$ cat src/rtl/keyboard_pkg.sv
// Shared PS/2 keyboard definitions: receiver state encoding and scan-code constants
// used by the receive front end and the downstream keyboard control stage.
package keyboard_pkg;

  typedef enum logic [1:0] {
    IDLE   = 2'd0,
    DATA   = 2'd1,
    PARITY = 2'd2,
    STOP   = 2'd3
  } rx_state_t;

  localparam logic [7:0] PS2_BREAK     = 8'hF0;
  localparam logic [7:0] PS2_EXT       = 8'hE0;
  localparam int         PS2_DATA_BITS = 8;

  // Set-2 arrow scan codes (sent behind the E0 prefix).
  localparam logic [7:0] PS2_LEFT  = 8'h6B;
  localparam logic [7:0] PS2_RIGHT = 8'h74;

endpackage

$ cat src/rtl/ps2_line_filter.sv
// Two-flop synchroniser, sample-history glitch filter and falling-edge detector
// for one asynchronous PS/2 line.
module ps2_line_filter #(
  parameter int FILTER_LEN = 8
) (
  input  logic clk,
  input  logic rst_n,
  input  logic pin,
  output logic level,
  output logic fall
);

  logic                  sync1;
  logic                  sync2;
  logic [FILTER_LEN-1:0] hist;
  logic                  level_q;

  // The level only moves once the whole history agrees, so short pulses are ignored.
  always_ff @(posedge clk or negedge rst_n) begin
    if (!rst_n) begin
      sync1   <= 1'b1;
      sync2   <= 1'b1;
      hist    <= '1;
      level   <= 1'b1;
      level_q <= 1'b1;
    end else begin
      sync1   <= pin;
      sync2   <= sync1;
      hist    <= {hist[FILTER_LEN-2:0], sync2};
      if (hist == '0)
        level <= 1'b0;
      else if (hist == '1)
        level <= 1'b1;
      level_q <= level;
    end
  end

  assign fall = level_q & ~level;

endmodule

$ cat src/rtl/ps2_rx_frame.sv
// PS/2 receive front end: frames 11-bit scan-code packets into a rolling
// {previous, newest} keycode window, with parity/stop checking and a watchdog.
module ps2_rx_frame
  import keyboard_pkg::*;
#(
  parameter int FILTER_LEN     = 8,
  parameter int TIMEOUT_CYCLES = 200000
) (
  input  logic        clk,
  input  logic        rst_n,
  input  logic        ps2_clk,
  input  logic        ps2_data,
  output logic [15:0] keycode,
  output logic        keycode_valid,
  output logic        frame_error
);

  localparam int WD_W = $clog2(TIMEOUT_CYCLES + 1);

  rx_state_t        state;
  rx_state_t        next_state;
  logic             clk_level;
  logic             fall;
  logic             data_sync1;
  logic             data_sync2;
  logic [2:0]       bit_cnt;
  logic [7:0]       shift;
  logic             parity_bit;
  logic [WD_W-1:0]  wd_cnt;
  logic             timeout;
  logic             frame_ok;
  logic             set_valid;
  logic             set_err;

  ps2_line_filter #(.FILTER_LEN(FILTER_LEN)) u_clk_filter (
    .clk   (clk),
    .rst_n (rst_n),
    .pin   (ps2_clk),
    .level (clk_level),
    .fall  (fall)
  );

  // Data is far faster through its path than the filtered clock, so it is settled at fall.
  always_ff @(posedge clk or negedge rst_n) begin
    if (!rst_n) begin
      data_sync1 <= 1'b1;
      data_sync2 <= 1'b1;
    end else begin
      data_sync1 <= ps2_data;
      data_sync2 <= data_sync1;
    end
  end

  // A fall in the same cycle as the terminal count wins.
  assign timeout = (state != IDLE) && !fall && (wd_cnt == WD_W'(TIMEOUT_CYCLES - 1));

  always_ff @(posedge clk or negedge rst_n) begin
    if (!rst_n)
      state <= IDLE;
    else
      state <= next_state;
  end

  always_comb begin
    next_state = state;
    if (timeout) begin
      next_state = IDLE;
    end else if (fall) begin
      unique case (state)
        IDLE:    if (!data_sync2) next_state = DATA;
        DATA:    if (bit_cnt == 3'd7) next_state = PARITY;
        PARITY:  next_state = STOP;
        STOP:    next_state = IDLE;
        default: next_state = IDLE;
      endcase
    end
  end

  always_comb begin
    frame_ok  = data_sync2 && (^{shift, parity_bit});
    set_valid = fall && (state == STOP) && frame_ok;
    set_err   = timeout || (fall && (state == STOP) && !frame_ok);
  end

  always_ff @(posedge clk or negedge rst_n) begin
    if (!rst_n) begin
      bit_cnt       <= 3'd0;
      shift         <= 8'h00;
      parity_bit    <= 1'b0;
      keycode       <= 16'h0000;
      keycode_valid <= 1'b0;
      frame_error   <= 1'b0;
      wd_cnt        <= '0;
    end else begin
      keycode_valid <= set_valid;
      frame_error   <= set_err;
      if (set_valid)
        keycode <= {keycode[7:0], shift};

      if (fall || state == IDLE || timeout)
        wd_cnt <= '0;
      else
        wd_cnt <= wd_cnt + 1'b1;

      if (fall && !timeout) begin
        unique case (state)
          IDLE: begin
            bit_cnt <= 3'd0;
            shift   <= 8'h00;
          end
          DATA: begin
            shift   <= {data_sync2, shift[7:1]};
            bit_cnt <= bit_cnt + 3'd1;
          end
          PARITY:  parity_bit <= data_sync2;
          default: ;
        endcase
      end
    end
  end

endmodule

$ cat config.mk
export PLATFORM = sky130hd
export DESIGN_NAME = ps2_rx_frame
export DESIGN_NICKNAME = d
export VERILOG_FILES = /design/src/rtl/keyboard_pkg.sv /design/src/rtl/ps2_line_filter.sv /design/src/rtl/ps2_rx_frame.sv
export SDC_FILE = /design/constraint.sdc
export NUM_CORES = 1
export LEC_CHECK = 0
export CAP_MARGIN = 30
export CORE_MARGIN = 1.5
export CORE_UTILIZATION = 59
export CTS_BUF_LIST = sky130_fd_sc_hd__clkbuf_4
export DETAILED_ROUTE_END_ITERATION = 16
export DONT_BUFFER_PORTS = 1
export PLACE_DENSITY = 0.86
export SETUP_SLACK_MARGIN = 0.1
export SKIP_CTS_REPAIR_TIMING = 1
export SLEW_MARGIN = 25
export SYNTH_ARGS = -nofsm -noshare
export SYNTH_HDL_FRONTEND = slang
export SYNTH_SLANG_ARGS = --single-unit
$ cat constraint.sdc
create_clock -name clk -period 1.9 [get_ports clk]
set_clock_uncertainty 0.2 [all_clocks]
set_input_delay 0.19 -clock clk [delete_from_list [all_inputs] [get_ports clk]]
set_output_delay 0.19 -clock clk [all_outputs]
set_load 0.02 [all_outputs]
### Word level (Yosys, flattened, before mapping)

Cells that the tools add are included.

| cells by class | value |
|---|---|
| bitwise operators | 2 |
| magnitude comparators | 0 |
| multiplexer cells | 10 |
| add/sub/neg operators | 2 |
| shifts and indexed selects | 0 |
| equality and inequality tests | 8 |
| reduce and logical (&&, ||, !) cells | 23 |
| multipliers | 0 |
| div/mod/pow operators | 0 |

Operators by type and width:

| operator | count |
|---|---|
| $add 18x1->18 const B | 1 |
| $eq 18x18->1 const B | 1 |
| $mux 18 | 1 |
| $pmux 8 s2 | 1 |
| $reduce_xor 9->1 | 1 |
| $eq 8x8->1 const B | 1 |
| $logic_not 8->1 | 1 |
| $mux 2 | 4 |
| $pmux 2 s4 | 1 |
| $reduce_bool 2->1 | 4 |
| $logic_and 1x1->1 | 7 |
| $ne 3x3->1 const B | 2 |
| $pmux 3 s2 | 1 |
| $eq 2x2->1 const B | 2 |
| $reduce_and 2->1 | 2 |
| $add 3x1->3 const B | 1 |
| $eq 3x3->1 const B | 1 |
| $logic_not 1->1 | 3 |
| $logic_or 1x1->1 | 3 |
| $reduce_and 3->1 | 1 |
| $eq 2x1->1 const B | 1 |
| $logic_not 2->1 | 1 |
| $mux 1 | 2 |
| $and 1x1->1 | 1 |
| $not 1->1 | 1 |

| word-level totals | value |
|---|---|
| output and inout port bits | 18 |
| word-level logic and storage cells | 60 |
| bits in read-only memories | 0 |
| register bits after elaboration | 64 |
| input bits | 4 |
| bits in latches | 0 |
| memory bits (writable) | 0 |
| memories | 0 |

### Logic depth before layout (Yosys ltp)

Gate-level depths: netlist of the first run.

| logic depth | value |
|---|---|
| depth in word-level cells | 8 |
| mapped depth | 7 |
| mapped depth without buffers | 6 |

### By module

Synthesis of the first run repeated with hierarchy kept, for this count alone.

| second synthesis, totals | value |
|---|---|
| cells, all modules | 215 |
| area, all modules | 2,770.2 µm² |

Modules (own cells, without submodules):

| module | area each (µm²) | seq. area each (µm²) | instances | cells an instance |
|---|---|---|---|---|
| ps2_rx_frame | 2,411.1 | 1,303.8 | 1 | 196 |
| ps2_line_filter | 359.1 | 315.3 | 1 | 19 |

### Worst setup path after synthesis of the first run

OpenSTA, ideal clock, no wires.

| timing path | value |
|---|---|
| path kind | register to register |
| start | register shift[4] |
| end | register keycode[10] |
| required time | 1,575 ps |
| cell stages (with the launch flop) | 6 |
| data arrival time | 1,817 ps |
| path buffers | 1 |
| clock period less this slack | 2,142 ps |
| slack | -242 ps |
| cells stage by stage | dfrtp_1 xor2_1 xnor3_2 mux2i_4 buf_12 mux2_4 |

| between the ends | value |
|---|---|
| cells in the longest elaborated chain, start to end | 3 |

RTL lines:

| item | RTL line | RTL |
|---|---|---|
| start, declared | ps2_rx_frame.sv:27 | `logic [7:0] shift;` |
| start signal, assigned | ps2_rx_frame.sv:112 | `shift <= {data_sync2, shift[7:1]};` |
| $reduce_xor 9->1 | ps2_rx_frame.sv:80 | `frame_ok = data_sync2 && (^{shift, parity_bit});` |
| $logic_and 1x1->1 | ps2_rx_frame.sv:80 |  |
| $logic_and 1x1->1 | ps2_rx_frame.sv:81 | `set_valid = fall && (state == STOP) && frame_ok;` |
| end signal, assigned | ps2_rx_frame.sv:98 | `keycode <= {keycode[7:0], shift};` |
| end, declared | ps2_rx_frame.sv:13 | `output logic [15:0] keycode,` |

Every way passes these cells.
A chain may end at the register's enable or synchronous reset.

### Worst setup path after layout of the first run

| timing path | value |
|---|---|
| start | register shift[4] |
| end | register keycode[5] |

The elaborated chain is that of the path after synthesis.

==> results of run 1 <==
through the flow:
| step | util, % | instance area (um^2) |
|---|---|---|
| floorplan | - | 2860 |
| finish | 76.4 | 3420 |
| global placement | 70.1 | 3130 |
| global route | 76.4 | 3420 |
| CTS | 73.0 | 3260 |
| detailed placement | 70.1 | 3130 |
critical path, stage by stage, from the launching register on:
cell and delay (ns):
dfrtp_1 0.41, xor2_1 0.18, xnor3_2 0.49, mux2i_4 0.21, buf_12 0.19, mux2_2 0.34
layout make-up:
type / instances / area (um^2) / area share, %
Clock buffer: 11 / 82.6 / 2.42
Multi-Input combinational cell: 143 / 1210 / 35.5
Tap cell: 52 / 65.1 / 1.90
Timing Repair Buffer: 41 / 363 / 10.6
Clock inverter: 5 / 47.5 / 1.39
Inverter: 7 / 26.3 / 0.769
Sequential cell: 64 / 1620 / 47.4
cell families after synthesis:
logic type,count (synthesis)
xor+xnor,18
compound gates,27
fa+ha+maj,8
simple gates,71
mux,19
buf+inv,13
flops,64
how the worst min path moves through the flow:
stage | startpoint | slack, ns | end
2_1_floorplan | rst_n | -0.31 | bit_cnt[0]$_DFFE_PN0P_
3_5_place_dp | rst_n | -0.30 | keycode[5]$_DFFE_PN0P_
4_1_cts | rst_n | -0.76 | keycode[14]$_DFFE_PN0P_
3_3_place_gp | rst_n | -0.30 | keycode_valid$_DFF_PN0_
6_report | rst_n | 0.13 | keycode[6]$_DFFE_PN0P_
5_1_grt | ps2_clk | 0.1 | u_clk_filter.sync1$_DFF_PN1_
power groups by stage:
stage / Combinational [W] / Sequential, W / Clock (W)
after floorplan: 0.000235 / 0.00155 / 0
after global placement: 0.000348 / 0.00155 / 0
after detailed placement: 0.000367 / 0.00156 / 0
after CTS: 0.000366 / 0.00153 / 0.000902
after global routing: 0.000529 / 0.00155 / 0.000963
final: 0.000481 / 0.00153 / 0.000881
placed cells by master, fill, tap and decap left out, types with 2 or more instances in the layout:
master         count
a21oi_2            4
a22o_1            10
and4_1             3
buf_4             32
buf_6              4
clkbuf_4          11
clkinv_1           2
clkinv_2           2
dfrtp_1           50
dfstp_2           14
dlygate4sd3_1      3
ha_1               8
inv_1              7
mux2_2             8
mux2_4            10
nand2_1           12
nand2b_1           2
nand3_1            7
nand4_1            5
nor2_1             6
nor2_2            12
nor2b_1            2
nor3_1             5
nor4_1             4
o21ai_0            3
o221ai_2           2
or3_1              4
xnor2_1           10
xor2_1             6
state kept, by name, summed over array words and instances (netlist names):
name                  cells
data_sync1                1
frame_error               1
keycode                  16
bit_cnt                   3
state                     2
u_clk_filter.level        1
u_clk_filter.sync1        1
shift                     8
u_clk_filter.sync2        1
data_sync2                1
wd_cnt                   18
keycode_valid             1
parity_bit                1
u_clk_filter.hist         8
u_clk_filter.level_q      1
per-layer routing:
metal	routed length [um]	part of all wire, %	vias up	GRT usage, %
li1	-	-	889	-
met1	2210	41	955	23.8
met2	2850	52	68	38.2
met3	279	5.1	10	5.69
met4	99	1.8	0	13.8
met5	0	0	-	0
==> metrics.md, run 1 <==
| Metric | Value |
|---|---|
| Clk slew on worst S/H paths | 0.11 ns |
| PnR worst setup slack | -0.239 ns |
| Final wirelength | 5430 um |
| Die width | a little over 70 um |
| Fraction of the cycle the final worst path needs | 113% |
| Largest family of logic cells by synthesized area | simple AND/OR/NAND/NOR gates |
| Critical path fanouts, max | 17 |
| Syn Area/Cell | 12.8 um^2 |
| Synth Area in Compound Gates | 7.04% |
| EDFF count, synth | 0 |
| VDD IR-drop max | 605 uV |
| IO buf count | 0 |
| Minimum clock period | 2.14 ns |
| Final Setup Violations | 37 |
| Antenna diode count | 0 |
| Cells after synthesis | 220 |
| Die Y | 72.2 um |
| Mux contribution to synthesized area | 9.17% |
| Clock buffer depth | 2 |
| Synth unique cells | 42 |
| Violated checks | setup timing |
| Final hold violation count | 0 |
| Most used DFF post-synth | dfrtp_1 |
| CTS tree | built |
| Cell depth of the worst flop-to-flop path | 5 |
| Nets | 278 |
| Post-Layout Cell Count | 323 |
| Clock buffer count from CTS | 9 |
| Largest net degree at the start of global routing | between 60 and 70 |
| Net Count, Synth | around 230 |
| Reg2reg setup slack | -0.24 ns |
| LEAKAGE | about 1.6 nW |
| Core area | 4470 um^2 |
| Comb pwr share | 16.6% |
| Worst EP arrival | between 2 and 2.5 ns |
| Post-synthesis xor/xnor area fraction | under 10% |
| Max Transition Viols Final | 0 |
| Via count | 1922 |
| Detail Placement HPWL | 3490 um |
| Area grow syn2layout | 21.0% |
| RSZ-0062 raised after global routing | yes |
| Worst slew margin | roughly 64% |
| Yosys warns | 0 |
| First DRT Iteration DRCs | 111 |
| # DRC | 0 |
| Setup Total Neg Slack | -6.46 ns |
| RR Endpoint | keycode[5]$_DFFE_PN0P_ |
| Place WS | -0.224 ns |
| Max cap viols | 0 |
| Vias in the first global route | 1933 |
| Ratio of cells with drive above 1 in the final layout | 41.0% |
| Antenna violations before repair | 0 |
| Clk network pwr share | roughly 30% |
| Placed insts | 300 |
| Total power | between 0.002 and 0.003 W |
| Fillers | 269 |
| Clk root buf | clkbuf_4 |
| CP Class | register to register |
| H-Tree Depth | 3 |
| Clk sinks | 64 |
| Clock latency on the worst-skew pair | 0.40 ns |
| Worst Setup Start Kind | register |
| FF-to-FF Start | shift[4]$_DFFE_PN0P_ |
| Hold WS | 0.128 ns |
| Outcome | finished, violations left |
| Hold Path Class | primary input to asynchronous set/reset pin |
| Post-synth design cell area | ~2800 um^2 |
| Max Freq | 0.468 GHz |
| Synth top area cells | dfrtp_1 44%, dfstp_2 13%, mux2_4 4.8% |
| Placer congestion estimate | roughly 0.83 |
| Drt first pass iters | 4 |
| First-pass GRT wire length | between 8000 and 9000 um |
| Post-Synth Simple-Gate Area | 13.6% |
| Worst setup endpoint | keycode[5]$_DFFE_PN0P_ |
| Sequential area share after synthesis | 57.3% |
| Top cell type's share of synthesized area | 44.3% |
| Vias per cell | 5.95 |
| Origin of the worst setup path | shift[4]$_DFFE_PN0P_ |
| Asr flop ratio synth | 100% |
| Slew @ Worst Pin | 0.538 ns |
| Row count | 24 |
| Synthesis-stage register bit count | 64 |
| IO Pins | 22 |
| CP Capture Type | register |
| Worst Path Required | 1.98 ns |
| Internal power | 0.00211 W |
| Share of power burned in registers | 53.0% |
| Most instantiated cells after synthesis | 50 x dfrtp_1, 18 x nor2_1, 14 x dfstp_2, 12 x nand2_1 |
| Grt total ovfl | 0 |
| Post-synth top area cell | dfrtp_1 |
| Global-route usage over all layers | 21.9% |
| NetSw | approximately 0.00079 W |
| DIE AREA | 5210 um^2 |
| Top-count cell post-synth | dfrtp_1 |
| Net Sw Frac | a little over a quarter |
| Routed Antenna Nets | 0 |
| Starting density of the core | a little over three fifths |
| Power Dens Cells | 847 nW/um^2 |
| Post-synthesis adder-cell area fraction | 3.54% |
| Routed len/inst | 16.8 um |
Power figures use the tool's default switching activity.
==> run 2, diff against run 1 <==
Settings changed: SETUP_SLACK_MARGIN 0.1 to not set, SYNTH_HIERARCHICAL set to 1.
==> run 2 against run 1 <==
Effect of this change:
- the run ends with DRC, setup timing left
- highest routed layer unchanged
- cell count decreased by 6.5%
- non-clock buffer count decreased by 15
- global-route usage decreased by 1.4 points
- maximum frequency increased by 1.8%
- sequential power increased by 7%
- via count decreased by 8.2%
- setup slack improved by 0.038 ns
- utilization decreased by 4.9 points
- sequential cell count unchanged
- cell area decreased by 7.1%
==> metrics.md, run 2 <==
| Metric | Value |
|---|---|
| Outcome | finished, violations left |
| Violated checks | DRC, setup timing |
| Met1 WL | 1980 um (-10%) |
| Met2 WL | 2450 um (-14%) |
| Slew @ Worst Pin | 0.396 ns (-0.142 ns) |
| H-Tree Depth | 3 (unchanged) |
| Worst Setup Start Kind | register |
| Placer congestion estimate | 0.783 (-5.4%) |
| Top cell type's share of synthesized area | 45.2% (+0.86 points) |
| Die width | 71.5 um (-0.92%) |
| Max reg flops | 18 (unchanged) |
| Biggest regs | wd_cnt x18, keycode x16 |
| Power Dens Cells | 1040 nW/um^2 (+23%) |
| Place WS | -0.225 ns (-0.000721 ns) |
| CP Capture Type | register |
| CTS tree | built |
| Clk slew on worst S/H paths | 0.11 ns (about the same) |
| Vias per cell | 5.84 (-1.8%) |
| DIE AREA | 5120 um^2 (-1.8%) |
| Ratio of cells with drive above 1 in the final layout | 31.2% (-9.8 points) |
| Worst slew margin | 73.6% (+10 points) |
| EDFF count, synth | 0 (unchanged) |
| Clk root buf | clkbuf_4 |
| Most instantiated cells after synthesis | 50 x dfrtp_1, 16 x nor2_1, 14 x dfstp_2, 10 x a22o_1 |
| Internal power | 0.00233 W (+10%) |
| Most used DFF post-synth | dfrtp_1 |
| Detail Placement HPWL | 3260 um (-6.6%) |
| RSZ-0062 raised after global routing | yes |
| Net Sw Frac | 29.6% (+2.4 points) |
| IO buf count | 0 (unchanged) |
| Top reg by flops | wd_cnt |
| PnR worst setup slack | -0.200 ns (+0.0384 ns) |
| Grt total ovfl | 0 (unchanged) |
| Fillers | 289 (+7.4%) |
| Routed len/inst | 15.6 um (-7.1%) |
| CP Class | register to register |
| Commonest non-fill, non-tap cells in the layout | 50 x dfrtp_1, 21 x buf_4, 15 x nor2_1, 14 x dfstp_2 |
| Nets | 257 (-7.6%) |
| Max cap viols | 0 (unchanged) |
| Critical path fanouts, max | 11 (-6) |
| Hold WS | 0.0939 ns (-0.0344 ns) |
| First-pass GRT wire length | 7670 um (-9.4%) |
| Cells after synthesis | 215 (-2.3%) |
| # DRC | 4 (+4) |
| Minimum clock period | 2.10 ns (-0.0384 ns) |
| Post-synth design cell area | 2770 um^2 (-1.9%) |
| Max Transition Viols Final | 0 (unchanged) |
| Global-route usage over all layers | 20.6% (-1.4 points) |
| Largest net degree at the start of global routing | 65 (unchanged) |
| Sequential area share after synthesis | 58.4% (+1.1 points) |
| Final design area excluding fillers | 3180 um^2 (-7.1%) |
| Placed inst area | 2950 um^2 (-5.8%) |
| First DRT Iteration DRCs | 68 (-39%) |
| Core Util, Final | 71.5% (-4.9 points) |
| Synthesis-stage register bit count | 64 (unchanged) |
| Syn Area/Cell | 12.9 um^2 (+0.38%) |
| Max Freq | 0.476 GHz (+1.8%) |
| Fraction of the cycle the final worst path needs | 111% (-2.0 points) |
| Final Setup Violations | 16 (-57%) |
| Final hold violation count | 0 (unchanged) |
| Final wirelength | 4710 um (-13%) |
| Worst Path Required | 1.99 ns (about the same) |
| Antenna violations before repair | 0 (unchanged) |
| Hold Path Class | primary input to asynchronous set/reset pin |
| Placed insts | 281 (-6.3%) |
| Antenna diode count | 0 (unchanged) |
| Leading cell type in the layout, fill and taps excluded | dfrtp_1 |
| Post-Layout Cell Count | 302 (-6.5%) |
| Clock latency on the worst-skew pair | 0.41 ns (about the same) |
| Synth unique cells | 39 (-7.1%) |
| Starting density of the core | 62.3% (-0.78 points) |
| Via count | 1764 (-8.2%) |
| Post-synth top area cell | dfrtp_1 |
| Clock buffer depth | 2 (unchanged) |
| Vias in the first global route | 1731 (-10%) |
| Top sig layer | met4 |
| IO Pins | 22 (unchanged) |
| Core area | 4440 um^2 (-0.67%) |
| Clock buffer count from CTS | 9 (unchanged) |
| WL met3 | 210 um (-25%) |
| Clk network pwr share | 26.3% (-4.1 points) |
| Area grow syn2layout | 14.7% |
| Asr flop ratio synth | 100% (unchanged) |
| VDD IR-drop max | 994 uV (+64%) |
| Clk sinks | 64 (unchanged) |
| Comb pwr share | 24.2% (+7.6 points) |
| Routed Antenna Nets | 0 (unchanged) |
| NetSw | 0.000976 W (+24%) |
| Top-count cell post-synth | dfrtp_1 |
| Die Y | 71.5 um (-0.92%) |
| Synth top area cells | dfrtp_1 45%, dfstp_2 13%, mux2_4 4.9% |
| Yosys warns | 6 (+6) |
| LEAKAGE | 1.51 nW (-6.7%) |
| Net Count, Synth | 227 (-2.2%) |
| Drt first pass iters | 10 (+6) |
| Row count | 24 (unchanged) |
| Share of power burned in registers | 49.4% (-3.6 points) |
| Worst EP arrival | 2.19 ns (-0.03 ns) |
run 2: cell type report:
class / instances / area [um^2] / area share [%]
tap: 52 / 65.1 / 2.05
multi-input combinational: 137 / 1100 / 34.8
clock buffer: 10 / 75.1 / 2.36
timing repair buffer: 26 / 226 / 7.13
clock inverter: 6 / 60.1 / 1.89
inverter: 7 / 26.3 / 0.827
sequential: 64 / 1620 / 51.0
run 2: cell families (layout without fill, tap and decap cells):
logic type / after synthesis / count (layout) / synth area share (%)
AND/OR/NAND/NOR: 64 / 64 / 12.4
AO/OA/AOI/OAI: 30 / 30 / 7.54
buffers and inverters: 14 / 49 / 2.53
adder cells (fa/ha/maj): 8 / 8 / 3.61
flip-flops: 64 / 64 / 58.4
multiplexers: 19 / 19 / 9.35
XOR/XNOR: 16 / 16 / 6.14
run 2: per-layer routing:
metal  global-route usage, %  up-vias
met5                       0        -
met4                    10.9        0
met3                    9.14        6
met2                    32.3       43
met1                    23.9      884
li1                        -      831
run 2: final timing paths:
check / cells after the start / slack [ns] / endpoint / startpoint
setup / recovery: 5 / -0.20 / keycode[4]$_DFFE_PN0P_ / shift[2]$_DFFE_PN0P_
hold / removal: 2 / 0.09 / keycode[7]$_DFFE_PN0P_ / rst_n
max in group asynchronous: 2 / 1.09 / data_sync1$_DFF_PN1_ / rst_n
min in group clk: 1 / 0.12 / u_clk_filter/sync1$_DFF_PN1_ / ps2_clk
setup reg to reg: 5 / -0.20 / keycode[4]$_DFFE_PN0P_ / shift[2]$_DFFE_PN0P_
hold reg to reg: 0 / 0.16 / data_sync2$_DFF_PN1_ / data_sync1$_DFF_PN1_
run 2: worst max-delay path, stage by stage (launching register included):
cell and delay [ns]:
dfrtp_1 0.41, xnor2_1 0.16, xnor3_2 0.48, mux2i_4 0.21, buf_6 0.19, mux2_2 0.34
run 2: per-stage QoR:
| stage | TNS [ns] | power, W |
|---|---|---|
| floorplan | -2.89 | 0.00215 |
| global placement | -2.12 | 0.00237 |
| detailed placement | -2.94 | 0.00243 |
| CTS | -3.15 | 0.00331 |
| global route | -3.53 | 0.00350 |
| finish | -2.84 | 0.00330 |
run 2: power by group through the flow:
| stage | Clock [W] | Combinational (W) | Sequential [W] |
|---|---|---|---|
| 2_1_floorplan | 0 | 0.000511 | 0.00164 |
| 5_1_grt | 0.000969 | 0.000886 | 0.00165 |
| 4_1_cts | 0.000903 | 0.000773 | 0.00163 |
| 3_3_place_gp | 0 | 0.000729 | 0.00164 |
| 3_5_place_dp | 0 | 0.000769 | 0.00166 |
| 6_report | 0.000870 | 0.000800 | 0.00163 |
